## src/rtl/vga_scanout_if.sv

```systemverilog
// Frame-buffer read port between vga_scanout (master) and the frame-buffer RAM (slave),
// plus read-only taps of the horizontal/vertical scan state.
interface vga_scanout_if;
  // Fixed-latency read, no valid/ready: rd_addr is a registered output that changes only
  // on a pixel tick. The RAM returns rd_data for it one clock later, and the scanout
  // samples rd_data on the following pixel tick, two clocks after the address changed.
  logic [16:0] rd_addr;
  logic [5:0]  rd_data;
  logic [1:0]  dbg_hstate;
  logic [1:0]  dbg_vstate;

  modport master (output rd_addr, input rd_data, output dbg_hstate, output dbg_vstate);
  modport slave  (input rd_addr, output rd_data, input dbg_hstate, input dbg_vstate);
endinterface

```

## src/rtl/vga_scanout.sv

```systemverilog
// 640x480@60 VGA scanout of a 320x240x6-bit frame buffer with 2x2 pixel doubling.
// Optional colour-bar source when built with VGA_TEST_PATTERN_EN.
module vga_scanout #(
  parameter int H_ACTIVE = 640,
  parameter int H_FRONT  = 16,
  parameter int H_SYNC   = 96,
  parameter int H_BACK   = 48,
  parameter int V_ACTIVE = 480,
  parameter int V_FRONT  = 10,
  parameter int V_SYNC   = 2,
  parameter int V_BACK   = 33,
  parameter int FB_WIDTH = 320
) (
  input  logic                 clock,
  input  logic                 reset,
  vga_scanout_if.master        fb,
`ifdef VGA_TEST_PATTERN_EN
  input  logic                 test_mode,
`endif
  output logic                 frame_start,
  output logic                 VGA_CLK,
  output logic                 VGA_HS,
  output logic                 VGA_VS,
  output logic                 VGA_BLANK_N,
  output logic                 VGA_SYNC_N,
  output logic [9:0]           VGA_R,
  output logic [9:0]           VGA_G,
  output logic [9:0]           VGA_B
);

  localparam int H_TOTAL = H_ACTIVE + H_FRONT + H_SYNC + H_BACK;
  localparam int V_TOTAL = V_ACTIVE + V_FRONT + V_SYNC + V_BACK;
  localparam int HW = $clog2(H_TOTAL);
  localparam int VW = $clog2(V_TOTAL);

  localparam logic [HW-1:0] H_LAST       = HW'(H_TOTAL - 1);
  localparam logic [HW-1:0] H_FRONT_BEG  = HW'(H_ACTIVE);
  localparam logic [HW-1:0] H_SYNC_BEG   = HW'(H_ACTIVE + H_FRONT);
  localparam logic [HW-1:0] H_BACK_BEG   = HW'(H_ACTIVE + H_FRONT + H_SYNC);
  localparam logic [VW-1:0] V_LAST       = VW'(V_TOTAL - 1);
  localparam logic [VW-1:0] V_FRONT_BEG  = VW'(V_ACTIVE);
  localparam logic [VW-1:0] V_SYNC_BEG   = VW'(V_ACTIVE + V_FRONT);
  localparam logic [VW-1:0] V_BACK_BEG   = VW'(V_ACTIVE + V_FRONT + V_SYNC);

  typedef enum logic [1:0] {ST_ACTIVE, ST_FRONT, ST_SYNC, ST_BACK} scan_state_e;

  logic          pix_en_q, pix_en_d;
  logic [HW-1:0] hcount_q, hcount_d;
  logic [VW-1:0] vcount_q, vcount_d;
  logic [16:0]   rd_addr_q, rd_addr_d;
  logic          hs1_q, hs1_d, vs1_q, vs1_d, act1_q, act1_d;
  logic          hs_q, hs_d, vs_q, vs_d, blank_n_q, blank_n_d;
  logic [5:0]    color_q, color_d;
  logic          frame_start_q, frame_start_d;

  scan_state_e   hstate, vstate;
  logic          active;
  logic [HW-2:0] fb_x;
  logic [VW-2:0] fb_y;
  logic [16:0]   row_base;
  logic [5:0]    pixel_src;

  // The scan "state machines" are pure decodes of the counters, which are the state.
  always_comb begin
    hstate = ST_BACK;
    if (hcount_q < H_FRONT_BEG)     hstate = ST_ACTIVE;
    else if (hcount_q < H_SYNC_BEG) hstate = ST_FRONT;
    else if (hcount_q < H_BACK_BEG) hstate = ST_SYNC;
  end

  always_comb begin
    vstate = ST_BACK;
    if (vcount_q < V_FRONT_BEG)     vstate = ST_ACTIVE;
    else if (vcount_q < V_SYNC_BEG) vstate = ST_FRONT;
    else if (vcount_q < V_BACK_BEG) vstate = ST_SYNC;
  end

  assign active = (hstate == ST_ACTIVE) && (vstate == ST_ACTIVE);
  assign fb_x   = hcount_q[HW-1:1];
  assign fb_y   = vcount_q[VW-1:1];

  // Row base = fb_y * FB_WIDTH as a sum of shifted copies, one per set bit of FB_WIDTH.
  always_comb begin
    row_base = '0;
    for (int i = 0; i < 17; i++) begin
      if (FB_WIDTH[i]) row_base = row_base + (17'(fb_y) << i);
    end
  end

`ifdef VGA_TEST_PATTERN_EN
  logic [2:0] bar, bar1_q;

  always_comb begin
    bar = '0;
    for (int i = 1; i < 8; i++) begin
      if (fb_x >= (HW-1)'(i * 40)) bar = 3'(i);
    end
  end

  always_ff @(posedge clock) begin
    if (reset)         bar1_q <= '0;
    else if (pix_en_q) bar1_q <= bar;
  end

  assign pixel_src = test_mode ? {bar1_q[2], bar1_q[2], bar1_q[1], bar1_q[1], bar1_q[0], bar1_q[0]}
                               : fb.rd_data;
`else
  assign pixel_src = fb.rd_data;
`endif

  always_comb begin
    pix_en_d      = ~pix_en_q;
    hcount_d      = hcount_q;
    vcount_d      = vcount_q;
    frame_start_d = 1'b0;
    rd_addr_d     = rd_addr_q;
    hs1_d         = hs1_q;
    vs1_d         = vs1_q;
    act1_d        = act1_q;
    hs_d          = hs_q;
    vs_d          = vs_q;
    blank_n_d     = blank_n_q;
    color_d       = color_q;
    if (pix_en_q) begin
      if (hcount_q == H_LAST) begin
        hcount_d = '0;
        if (vcount_q == V_LAST) begin
          vcount_d      = '0;
          frame_start_d = 1'b1;
        end else begin
          vcount_d = vcount_q + VW'(1);
        end
      end else begin
        hcount_d = hcount_q + HW'(1);
      end
      rd_addr_d = active ? (row_base + 17'(fb_x)) : '0;
      hs1_d     = (hstate != ST_SYNC);
      vs1_d     = (vstate != ST_SYNC);
      act1_d    = active;
      // Stage 2: rd_data now answers the address stage 1 issued one tick ago.
      hs_d      = hs1_q;
      vs_d      = vs1_q;
      blank_n_d = act1_q;
      color_d   = act1_q ? pixel_src : '0;
    end
  end

  always_ff @(posedge clock) begin
    if (reset) begin
      pix_en_q      <= 1'b0;
      hcount_q      <= '0;
      vcount_q      <= '0;
      frame_start_q <= 1'b0;
      rd_addr_q     <= '0;
      hs1_q         <= 1'b1;
      vs1_q         <= 1'b1;
      act1_q        <= 1'b0;
      hs_q          <= 1'b1;
      vs_q          <= 1'b1;
      blank_n_q     <= 1'b0;
      color_q       <= '0;
    end else begin
      pix_en_q      <= pix_en_d;
      hcount_q      <= hcount_d;
      vcount_q      <= vcount_d;
      frame_start_q <= frame_start_d;
      rd_addr_q     <= rd_addr_d;
      hs1_q         <= hs1_d;
      vs1_q         <= vs1_d;
      act1_q        <= act1_d;
      hs_q          <= hs_d;
      vs_q          <= vs_d;
      blank_n_q     <= blank_n_d;
      color_q       <= color_d;
    end
  end

  assign fb.rd_addr    = rd_addr_q;
  assign fb.dbg_hstate = hstate;
  assign fb.dbg_vstate = vstate;
  assign frame_start   = frame_start_q;
  assign VGA_CLK       = pix_en_q;
  assign VGA_HS        = hs_q;
  assign VGA_VS        = vs_q;
  assign VGA_BLANK_N   = blank_n_q;
  assign VGA_SYNC_N    = 1'b1;
  assign VGA_R         = {5{color_q[5:4]}};
  assign VGA_G         = {5{color_q[3:2]}};
  assign VGA_B         = {5{color_q[1:0]}};

endmodule
```

## src/flat_wrapper.sv

```systemverilog
// flat-port wrapper written by rule: the top's interface ports become plain ports
module vga_scanout_flat 
#(
  parameter int H_ACTIVE = 640,
  parameter int H_FRONT  = 16,
  parameter int H_SYNC   = 96,
  parameter int H_BACK   = 48,
  parameter int V_ACTIVE = 480,
  parameter int V_FRONT  = 10,
  parameter int V_SYNC   = 2,
  parameter int V_BACK   = 33,
  parameter int FB_WIDTH = 320
)
  (clock, reset, frame_start, VGA_CLK, VGA_HS, VGA_VS, VGA_BLANK_N, VGA_SYNC_N, VGA_R, VGA_G, VGA_B, fb_rd_addr, fb_rd_data, fb_dbg_hstate, fb_dbg_vstate);
  vga_scanout_if fb_i ();
  input  logic clock;
  input  logic reset;
  output logic frame_start;
  output logic VGA_CLK;
  output logic VGA_HS;
  output logic VGA_VS;
  output logic VGA_BLANK_N;
  output logic VGA_SYNC_N;
  output logic [9:0] VGA_R;
  output logic [9:0] VGA_G;
  output logic [9:0] VGA_B;
  output wire logic [$bits(fb_i.rd_addr)-1:0] fb_rd_addr;
  input wire logic [$bits(fb_i.rd_data)-1:0] fb_rd_data;
  output wire logic [$bits(fb_i.dbg_hstate)-1:0] fb_dbg_hstate;
  output wire logic [$bits(fb_i.dbg_vstate)-1:0] fb_dbg_vstate;
  assign fb_rd_addr = fb_i.rd_addr;
  assign fb_i.rd_data = fb_rd_data;
  assign fb_dbg_hstate = fb_i.dbg_hstate;
  assign fb_dbg_vstate = fb_i.dbg_vstate;
  vga_scanout #(.H_ACTIVE(H_ACTIVE), .H_FRONT(H_FRONT), .H_SYNC(H_SYNC), .H_BACK(H_BACK), .V_ACTIVE(V_ACTIVE), .V_FRONT(V_FRONT), .V_SYNC(V_SYNC), .V_BACK(V_BACK), .FB_WIDTH(FB_WIDTH)) u_core (.clock(clock), .reset(reset), .fb(fb_i), .frame_start(frame_start), .VGA_CLK(VGA_CLK), .VGA_HS(VGA_HS), .VGA_VS(VGA_VS), .VGA_BLANK_N(VGA_BLANK_N), .VGA_SYNC_N(VGA_SYNC_N), .VGA_R(VGA_R), .VGA_G(VGA_G), .VGA_B(VGA_B));
endmodule
```

## config.mk

```make
export PLATFORM = sky130hd
export DESIGN_NAME = vga_scanout_flat
export DESIGN_NICKNAME = d
export VERILOG_FILES = /design/src/rtl/vga_scanout_if.sv /design/src/rtl/vga_scanout.sv /design/src/flat_wrapper.sv
export SDC_FILE = /design/constraint.sdc
export NUM_CORES = 1
export LEC_CHECK = 0
export CORE_ASPECT_RATIO = 1.1
export CORE_MARGIN = 2
export CORE_UTILIZATION = 54
export DETAILED_ROUTE_END_ITERATION = 8
export PLACE_DENSITY = 0.95
export SLEW_MARGIN = 10
export SYNTH_ARGS = -nofsm -noshare
export SYNTH_HDL_FRONTEND = slang
export SYNTH_SLANG_ARGS = --single-unit
```

## constraint.sdc

```tcl
create_clock -name clock -period 3.9 [get_ports clock]
set_input_delay 1.17 -clock clock [delete_from_list [all_inputs] [get_ports clock]]
set_output_delay 1.17 -clock clock [all_outputs]
set_load 0.05 [all_outputs]
```

# After elaboration in Yosys (flattened, before gate mapping)
# Cells that the tools add are included.
# word_totals
output_inout_bits	57
register_bits	51
word_cells	44
input_bits	8
# op_classes
n_addsub	4
n_reduce_logical	5
n_eq_ne	4
bitwise	2
n_mux	11
order_cmp	6
# op_table
cell	count
< comparator 10 bit (second input constant)	3
< comparator 10 x 9 -> 1 bit (second input constant)	3
adder 10 x 1 -> 10 bit (second input constant)	2
== test 10 bit (second input constant)	2
two-way mux 10 bit	2
adder 15 x 17 -> 17 bit	1
adder 17 x 9 -> 17 bit	1
two-way mux 17 bit	1
two-way mux 2 bit	4
two-way mux 6 bit	1
logical NOT 2 bit	2
inequality test 2 bit (second input constant)	2
two-way mux 1 bit	3
OR reduction 3 bit	1
NOT 1 bit	2
AND reduction 2 bit	1
logical AND 1 bit	1

# Longest topological paths before layout
# Gate-level depths: netlist of run 1.
# logic_depth
word_depth	7
depth_mapped	8
ltp_nobuf	8

# Worst setup path before layout of run 1
# OpenSTA, ideal clock, no wires.
# synth_path
path_type	reg2out
start	reg u_core.vcount_q[5]
end	out fb_dbg_vstate[0]
path_slack_ps	1033
required_ps	2730
n_path_buf	0
stages_incl_launch_ff	3
arrival_time_ps	1697
cell_sequence	dfxtp_1 nand4_1 o21ai_0
# synth_via
elab_chain_cells	4
word_cells_on_any_way	6
classes_between	3 x order compare; 3 x mux
# synth_lines
item	line	source
from (decl)	vga_scanout.sv:49	logic [VW-1:0] vcount_q, vcount_d;
from (signal assigned)	vga_scanout.sv:165	vcount_q <= vcount_d;
< comparator 10 x 9 -> 1 bit	vga_scanout.sv:75	else if (vcount_q < V_BACK_BEG) vstate = ST_SYNC;
two-way mux 1 bit	vga_scanout.sv:75	
two-way mux 2 bit	vga_scanout.sv:74	else if (vcount_q < V_SYNC_BEG) vstate = ST_FRONT;
two-way mux 2 bit (*)	vga_scanout.sv:73	if (vcount_q < V_FRONT_BEG) vstate = ST_ACTIVE;
to (decl)	flat_wrapper.sv:30	output wire logic [$bits(fb_i.dbg_vstate)-1:0] fb_dbg_vstate;
# Every way passes the cells marked *; elsewhere a longest branch is shown, timed or not.

# Worst setup path after layout of run 1
# layout_path
start	reg u_core.hcount_q[4]
end	out fb_dbg_hstate[0]
# layout_via
elab_chain_cells	4
word_cells_on_any_way	6
classes_between	3 x order compare; 3 x mux
# layout_lines
item	line	source
from (decl)	vga_scanout.sv:48	logic [HW-1:0] hcount_q, hcount_d;
from (signal assigned)	vga_scanout.sv:164	hcount_q <= hcount_d;
< comparator 10 bit	vga_scanout.sv:68	else if (hcount_q < H_BACK_BEG) hstate = ST_SYNC;
two-way mux 1 bit	vga_scanout.sv:68	
two-way mux 2 bit	vga_scanout.sv:67	else if (hcount_q < H_SYNC_BEG) hstate = ST_FRONT;
two-way mux 2 bit (*)	vga_scanout.sv:66	if (hcount_q < H_FRONT_BEG) hstate = ST_ACTIVE;
to (decl)	flat_wrapper.sv:29	output wire logic [$bits(fb_i.dbg_hstate)-1:0] fb_dbg_hstate;
# Marked as above.

==> results of run 1 <==
==> placed cells by master (no fill, tap or decap), drive strengths merged, types with 2 or more instances in the layout <==
cell,count
a211o,4
a211oi,3
a21o,2
a21oi,15
a22o,9
a22oi,6
a31oi,2
a32o,2
and2,4
and3,2
and4,4
buf,3
clkbuf,6
clkdlybuf4s50,63
dfxtp,51
fa,2
ha,20
inv,10
nand2,14
nand2b,2
nand3,11
nand4,5
nor2,30
nor3,2
nor4,3
o21a,3
o21ai,13
o21ba,2
o31ai,4
or2,2
or3,6
or4,6
xnor2,7
xor2,6
==> kinds of logic after synthesis <==
logic type | count (synthesis) | share of synthesized area
adder cells (fa/ha/maj) | 22 | 0.1063
buffers and inverters | 47 | 0.1017
multiplexers | 1 | 0.003667
AO/OA/AOI/OAI | 73 | 0.1897
AND/OR/NAND/NOR | 94 | 0.1815
other | 1 | 0.001374
flip-flops | 51 | 0.3740
XOR/XNOR | 13 | 0.04171
==> registers in the layout (all words and copies together), names as in the netlist <==
| register | flops |
|---|---|
| u_core.hcount_q | 10 |
| u_core.fb.rd_addr | 17 |
| u_core.hs1_q | 1 |
| u_core.vs1_q | 1 |
| u_core.VGA_HS | 1 |
| u_core.color_q | 6 |
| u_core.VGA_VS | 1 |
| u_core.frame_start | 1 |
| u_core.VGA_CLK | 1 |
| u_core.act1_q | 1 |
| u_core.VGA_BLANK_N | 1 |
| u_core.vcount_q | 10 |
==> power by group through the flow <==
| stage | sequential, uW | combinational (uW) | clock [uW] |
|---|---|---|---|
| global route | 540 | 109 | 401 |
| finish | 538 | 103 | 378 |
| global placement | 550 | 101 | 0 |
| detailed placement | 550 | 103 | 0 |
| CTS | 538 | 104 | 385 |
| floorplan | 562 | 62.9 | 0 |
==> worst max-delay path: stages (launching register included) <==
cell	delay (ns)
dfxtp_1	0.57
nand3_1	0.19
o21ai_0	0.12
a21oi_1	0.09
nor2_1	0.09
clkdlybuf4s50_1	0.81
==> worst paths after layout <==
kind | to | slack [ns] | depth (start not counted)
worst max-delay path | fb_dbg_hstate[0] | 0.55 | 5
worst min-delay path | u_core.fb.rd_addr[15]$_SDFFE_PP0P_ | 0.46 | 2
worst max register to register | u_core.fb.rd_addr[13]$_SDFFE_PP0P_ | 1.19 | 8
worst min register to register | u_core.fb.rd_addr[15]$_SDFFE_PP0P_ | 0.46 | 2
==> through the flow <==
step	setup slack (ns)	total power (uW)	hold WS (ns)	utilization	cells
final	0.5543	1020	0.4583	0.6771	397
after global routing	0.4284	1050	0.4803	0.6771	397
after CTS	0.5526	1027	0.4605	0.6771	397
after detailed placement	0.7992	653.8	0.4386	0.6532	389
after global placement	0.8300	651.1	0.4423	0.6532	389
after floorplan	1.033	625.2	0.4151	-	302
==> final cells by class <==
cell class	instances	area, um2	area share
repair buffers	66	653.1	0.1956
multi-input cells	204	1438	0.4305
inverters	10	37.54	0.01124
clock buffers	6	82.58	0.02473
well taps	58	72.57	0.02173
flip-flops and latches	51	1021	0.3057
clock inverters	2	35.03	0.01049
==> routing by layer <==
| layer | track usage | part of all wire |
|---|---|---|
| met1 | 0.2638 | 0.40 |
| met2 | 0.4028 | 0.53 |
| met3 | 0.04365 | 0.049 |
| met4 | 0.09245 | 0.017 |
| met5 | 0 | 0 |
==> impl_metrics.py, run 1 <==
metrics = {
    "die": {
        "die_x_um": 71.80,
        "dieArea_um2": 5641,
        "start_util": 0.5535,
        "fp-row-count": 27,
        "ios": 65,
        "die_h_um": 78.58,
        "coreArea_um2": 4932,
    },
    "clocking": {
        "cts_resized": 0,
        "root_buffer": "clkbuf_8",
        "htree_num_levels": 2,
        "cts_buffer_depth": 2,
        "clk_latency_ns": 0.31,
        "holdBufCountCts": 0,
        "tritoncts": "yes",
        "numCtsBuffers": 5,
        "path_clk_slew_ns": 0.09,
        "clock-sinks": 51,
        "post_cts_buffers": 0,
    },
    "route": {
        "drt-pass1-iter-count": 4,
        "ant_nets": 0,
        "wl_per_cell_um": 15.62,
        "via_per_inst": 5.990,
        "drt-initial-drc-count": 116,
        "drc": 0,
        "vias": 2378,
        "wirelength_mm": 6.203,
    },
    "sta": {
        "setup_viol": 0,
        "fin_skew_ns": 0.009865,
        "finalMaxSlewViolations": 0,
        "fin_crit_ns": 3.346,
        "rsz0062_at_grt": "false",
        "hold_violations": 0,
        "timing.slew.headroom": 0.5585,
        "timing.final.crit_share": 0.8579,
        "worst_pin_slew_ns": 0.6562,
        "setup_tns_ns": 0,
        "timing.fmax_ghz": 0.2989,
    },
    "global_route": {
        "grt_pass1_wl_mm": 10.26,
        "antenna_found_initial": 0,
        "grt_use_total": 0.2268,
        "grt_pass1_vias": 2260,
        "gr-total-overflow": 0,
        "grt_max_degree": 22,
    },
    "yosys": {
        "synth_top_cell_by_area": "dfxtp_1",
        "synth_top_cell_area_share": 0.3740,
        "ys_seq_area_frac": 0.3740,
        "synth-edff-count": 0,
        "synth_area_leaders": "dfxtp_1, ha_1, buf_4",
        "syn_avg_cell_area_um2": 9.040,
        "yosys-top-cells-count": "dfxtp_1, nor2_1, buf_4, ha_1, a21oi_1",
        "yosysMostFrequentCell": "dfxtp_1",
        "ys_types": 52,
        "syn_area_um2": 2730,
        "synthCells": 302,
        "synthArstFlopShare": 0,
        "ys_ff_latch": 51,
        "ys_warn_count": 0,
        "postSynthNetCount": 332,
        "synthFlopType": "dfxtp_1",
    },
    "final_layout": {
        "fin_nets": 368,
        "fillCellCount": 360,
        "stdcell_area_um2": 3339,
        "drive_gt1_frac": 0.06195,
        "antenna_cells": 0,
        "area_growth_syn_to_layout_pct": 22.32,
    },
    "critical_path": {
        "cp.required_ns": 2.73,
        "r2r-start": "u_core.vcount_q[1]$_SDFFE_PP0P_",
        "timing.critical_path.from": "u_core.hcount_q[4]$_SDFFE_PP0P_",
        "end_kind": "primary output",
        "crit_type": "flop to primary output",
        "worstPathMaxFanout": 11,
        "start_kind": "flop",
        "arrival_ns": 2.18,
    },
    "power": {
        "p_seq_frac": 0.528,
        "power_frac_comb": 0.101,
        "p_sw_frac": 0.2423,
        "power.density_nw_per_um2": 305.4,
        "intPower_uw": 772.7,
        "switchingPower_uw": 247.0,
        "clkPwrFrac": 0.371,
        "p_leak_uw": 0.001320,
        "peakVddDrop_uv": 136.9,
    },
    "placement": {
        "portBuffers": 63,
        "globalplace.congestion": 0.8857,
        "hpwl_mm": 4.456,
        "placed_area_um2": 3222,
    },
    "min_path": {
        "worstHoldPathType": "flop to flop",
        "hp-start": "u_core.fb.rd_addr[15]$_SDFFE_PP0P_",
    },
    "run_status": {
        "status": "completed",
    },
    "flow_run": {
        "maxCapViolations": 0,
    },
}
No activity file was read; power rests on OpenSTA's default activity.
==> run 2: changes to the inputs <==
--- a/config.mk
+++ b/config.mk
@@ -6,7 +6,7 @@
 export NUM_CORES = 1
 export LEC_CHECK = 0
 export CORE_ASPECT_RATIO = 1.1
-export CORE_MARGIN = 2
+export CORE_MARGIN = 5
 export CORE_UTILIZATION = 54
 export DETAILED_ROUTE_END_ITERATION = 8
 export PLACE_DENSITY = 0.95
==> run 2 against run 1 <==
Utilization decreased by 0.86 points. Sequential power about the same. Critical path type unchanged. Critical endpoint unchanged. Routed wire length decreased by 2.6%.
==> impl_metrics.py, run 2 (synthesis results as in run 1) <==
metrics = {
    "power": {
        "peakVddDrop_uv": 185.3,
        "power.density_nw_per_um2": 288.5,
        "p_leak_uw": 0.001310,
    },
    "critical_path": {
        "worstRegToRegCells": 8,
        "crit_type": "flop to primary output",
        "start_kind": "flop",
        "worstPathMaxFanout": 8,
        "r2r-end": "u_core.fb.rd_addr[13]$_SDFFE_PP0P_",
        "arrival_ns": 2.27,
        "r2r-start": "u_core.vcount_q[1]$_SDFFE_PP0P_",
        "end_kind": "primary output",
        "r2r_slack_ns": 1.15,
        "cp.required_ns": 2.73,
    },
    "sta": {
        "setup_viol": 0,
        "setup_tns_ns": 0,
        "fin_skew_ns": 0.008979,
        "worst_pin_slew_ns": 0.6612,
        "timing.slew.headroom": 0.5551,
        "finalMaxSlewViolations": 0,
        "timing.fmax_ghz": 0.2906,
        "whs_ns": 0.4614,
        "hold_violations": 0,
        "timing.final.crit_share": 0.8824,
        "rsz0062_at_grt": "false",
        "fin_crit_ns": 3.441,
    },
    "global_route": {
        "grt_pass1_vias": 2203,
        "grt_pass1_wl_mm": 10.22,
        "gr-total-overflow": 0,
        "grt_use_total": 0.1863,
        "grt_max_degree": 22,
        "antenna_found_initial": 0,
    },
    "clocking": {
        "path_clk_slew_ns": 0.10,
        "root_buffer": "clkbuf_8",
        "holdBufCountCts": 0,
        "clk_latency_ns": 0.31,
        "clock-sinks": 51,
        "numCtsBuffers": 5,
        "cts_resized": 0,
        "htree_num_levels": 2,
        "post_cts_buffers": 0,
        "cts_buffer_depth": 2,
        "tritoncts": "yes",
    },
    "final_layout": {
        "largest_reg_flops": 17,
        "antenna_cells": 0,
        "layoutNonFillerInstCount": 397,
        "layout_commonest_cell": "clkdlybuf4s50_1",
        "fin_nets": 368,
        "utilization": 0.6684,
        "most-common-layout-cells": "clkdlybuf4s50_1, dfxtp_1, nor2_1, ha_1, a21oi_1",
        "drive_gt1_frac": 0.06195,
        "area_growth_syn_to_layout_pct": 21.59,
    },
    "die": {
        "start_util": 0.5498,
        "fp-row-count": 27,
        "die_x_um": 77.80,
        "die_h_um": 84.58,
        "ios": 65,
        "coreArea_um2": 4966,
        "dieArea_um2": 6580,
    },
    "route": {
        "drt-pass1-iter-count": 4,
        "wl_per_cell_um": 15.21,
        "via_per_inst": 5.773,
        "dr_wl_met2_mm": 3.016,
        "met3WireLength_um": 274,
        "ant_nets": 0,
        "drc": 0,
        "drt-met1-wl_mm": 2.618,
        "vias": 2292,
        "drt-initial-drc-count": 109,
        "wirelength_mm": 6.039,
        "top_layer": "met4",
    },
    "placement": {
        "placed_cells": 389,
        "portBuffers": 63,
        "globalplace.congestion": 0.8397,
        "hpwl_mm": 4.582,
    },
    "min_path": {
        "whs_path_depth": 2,
        "worstHoldPathType": "flop to flop",
        "hold_path_end": "u_core.fb.rd_addr[15]$_SDFFE_PP0P_",
        "hp-start": "u_core.fb.rd_addr[15]$_SDFFE_PP0P_",
    },
    "run_status": {
        "status": "completed",
    },
    "flow_run": {
        "maxCapViolations": 0,
    },
}
[run 2: cell count changes in the layout (fill, tap and decap cells not counted), sizes merged]
| cell | change |
|---|---|
| bufinv | -1 |
| inv | +1 |
| clkinv | +1 |
| clkbuf | -1 |
[run 2: worst max-delay path by stage]
stage	from	to	slack, ns	cells past startpoint
finish	u_core.hcount_q[5]$_SDFFE_PP0P_	fb_dbg_hstate[0]	0.46	5
global placement	reset	u_core.fb.rd_addr[15]$_SDFFE_PP0P_	0.82	5
global route	u_core.hcount_q[5]$_SDFFE_PP0P_	fb_dbg_hstate[0]	0.34	5
CTS	u_core.hcount_q[5]$_SDFFE_PP0P_	fb_dbg_hstate[0]	0.47	5
floorplan	u_core.vcount_q[5]$_SDFFE_PP0P_	fb_dbg_vstate[0]	1.03	2
detailed placement	reset	u_core.fb.rd_addr[15]$_SDFFE_PP0P_	0.78	5
[run 2: metrics by stage]
stage / cell area, um2 / setup slack [ns] / power [uW]
5_1_grt: 3319 / 0.3371 / 999.3
3_3_place_gp: 3222 / 0.8186 / 651.1
3_5_place_dp: 3222 / 0.7830 / 653.6
6_report: 3319 / 0.4587 / 957.8
4_1_cts: 3319 / 0.4739 / 968.0
2_1_floorplan: 2730 / 1.033 / 625.2
[run 2: metal layers]
metal	up-vias	global-route usage
met3	11	0.03326
met5	-	0
li1	1139	-
met2	60	0.3090
met4	0	0.07500
met1	1082	0.2369
[run 2: final cells by class]
class | count | area (um2)
repair buffers | 66 | 653.1
clock buffers | 5 | 68.82
clock inverters | 3 | 28.78
multi-input cells | 204 | 1438
fillers | 364 | 1647
inverters | 10 | 37.54
flip-flops and latches | 51 | 1021
well taps | 58 | 72.57
[run 2: power by group]
part / switching, uW / total [uW] / internal [uW]
Clock: 183 / 316 / 133
Sequential: 8.92 / 538 / 529
Combinational: 67.2 / 103 / 36.1
[run 2: critical path, cell delays in order, from the launching register on]
cell             delay (ns)
dfxtp_1                0.39
or2_2                  0.34
o21ai_0                0.15
a21oi_1                0.09
nor2_1                 0.12
clkdlybuf4s50_1        0.86
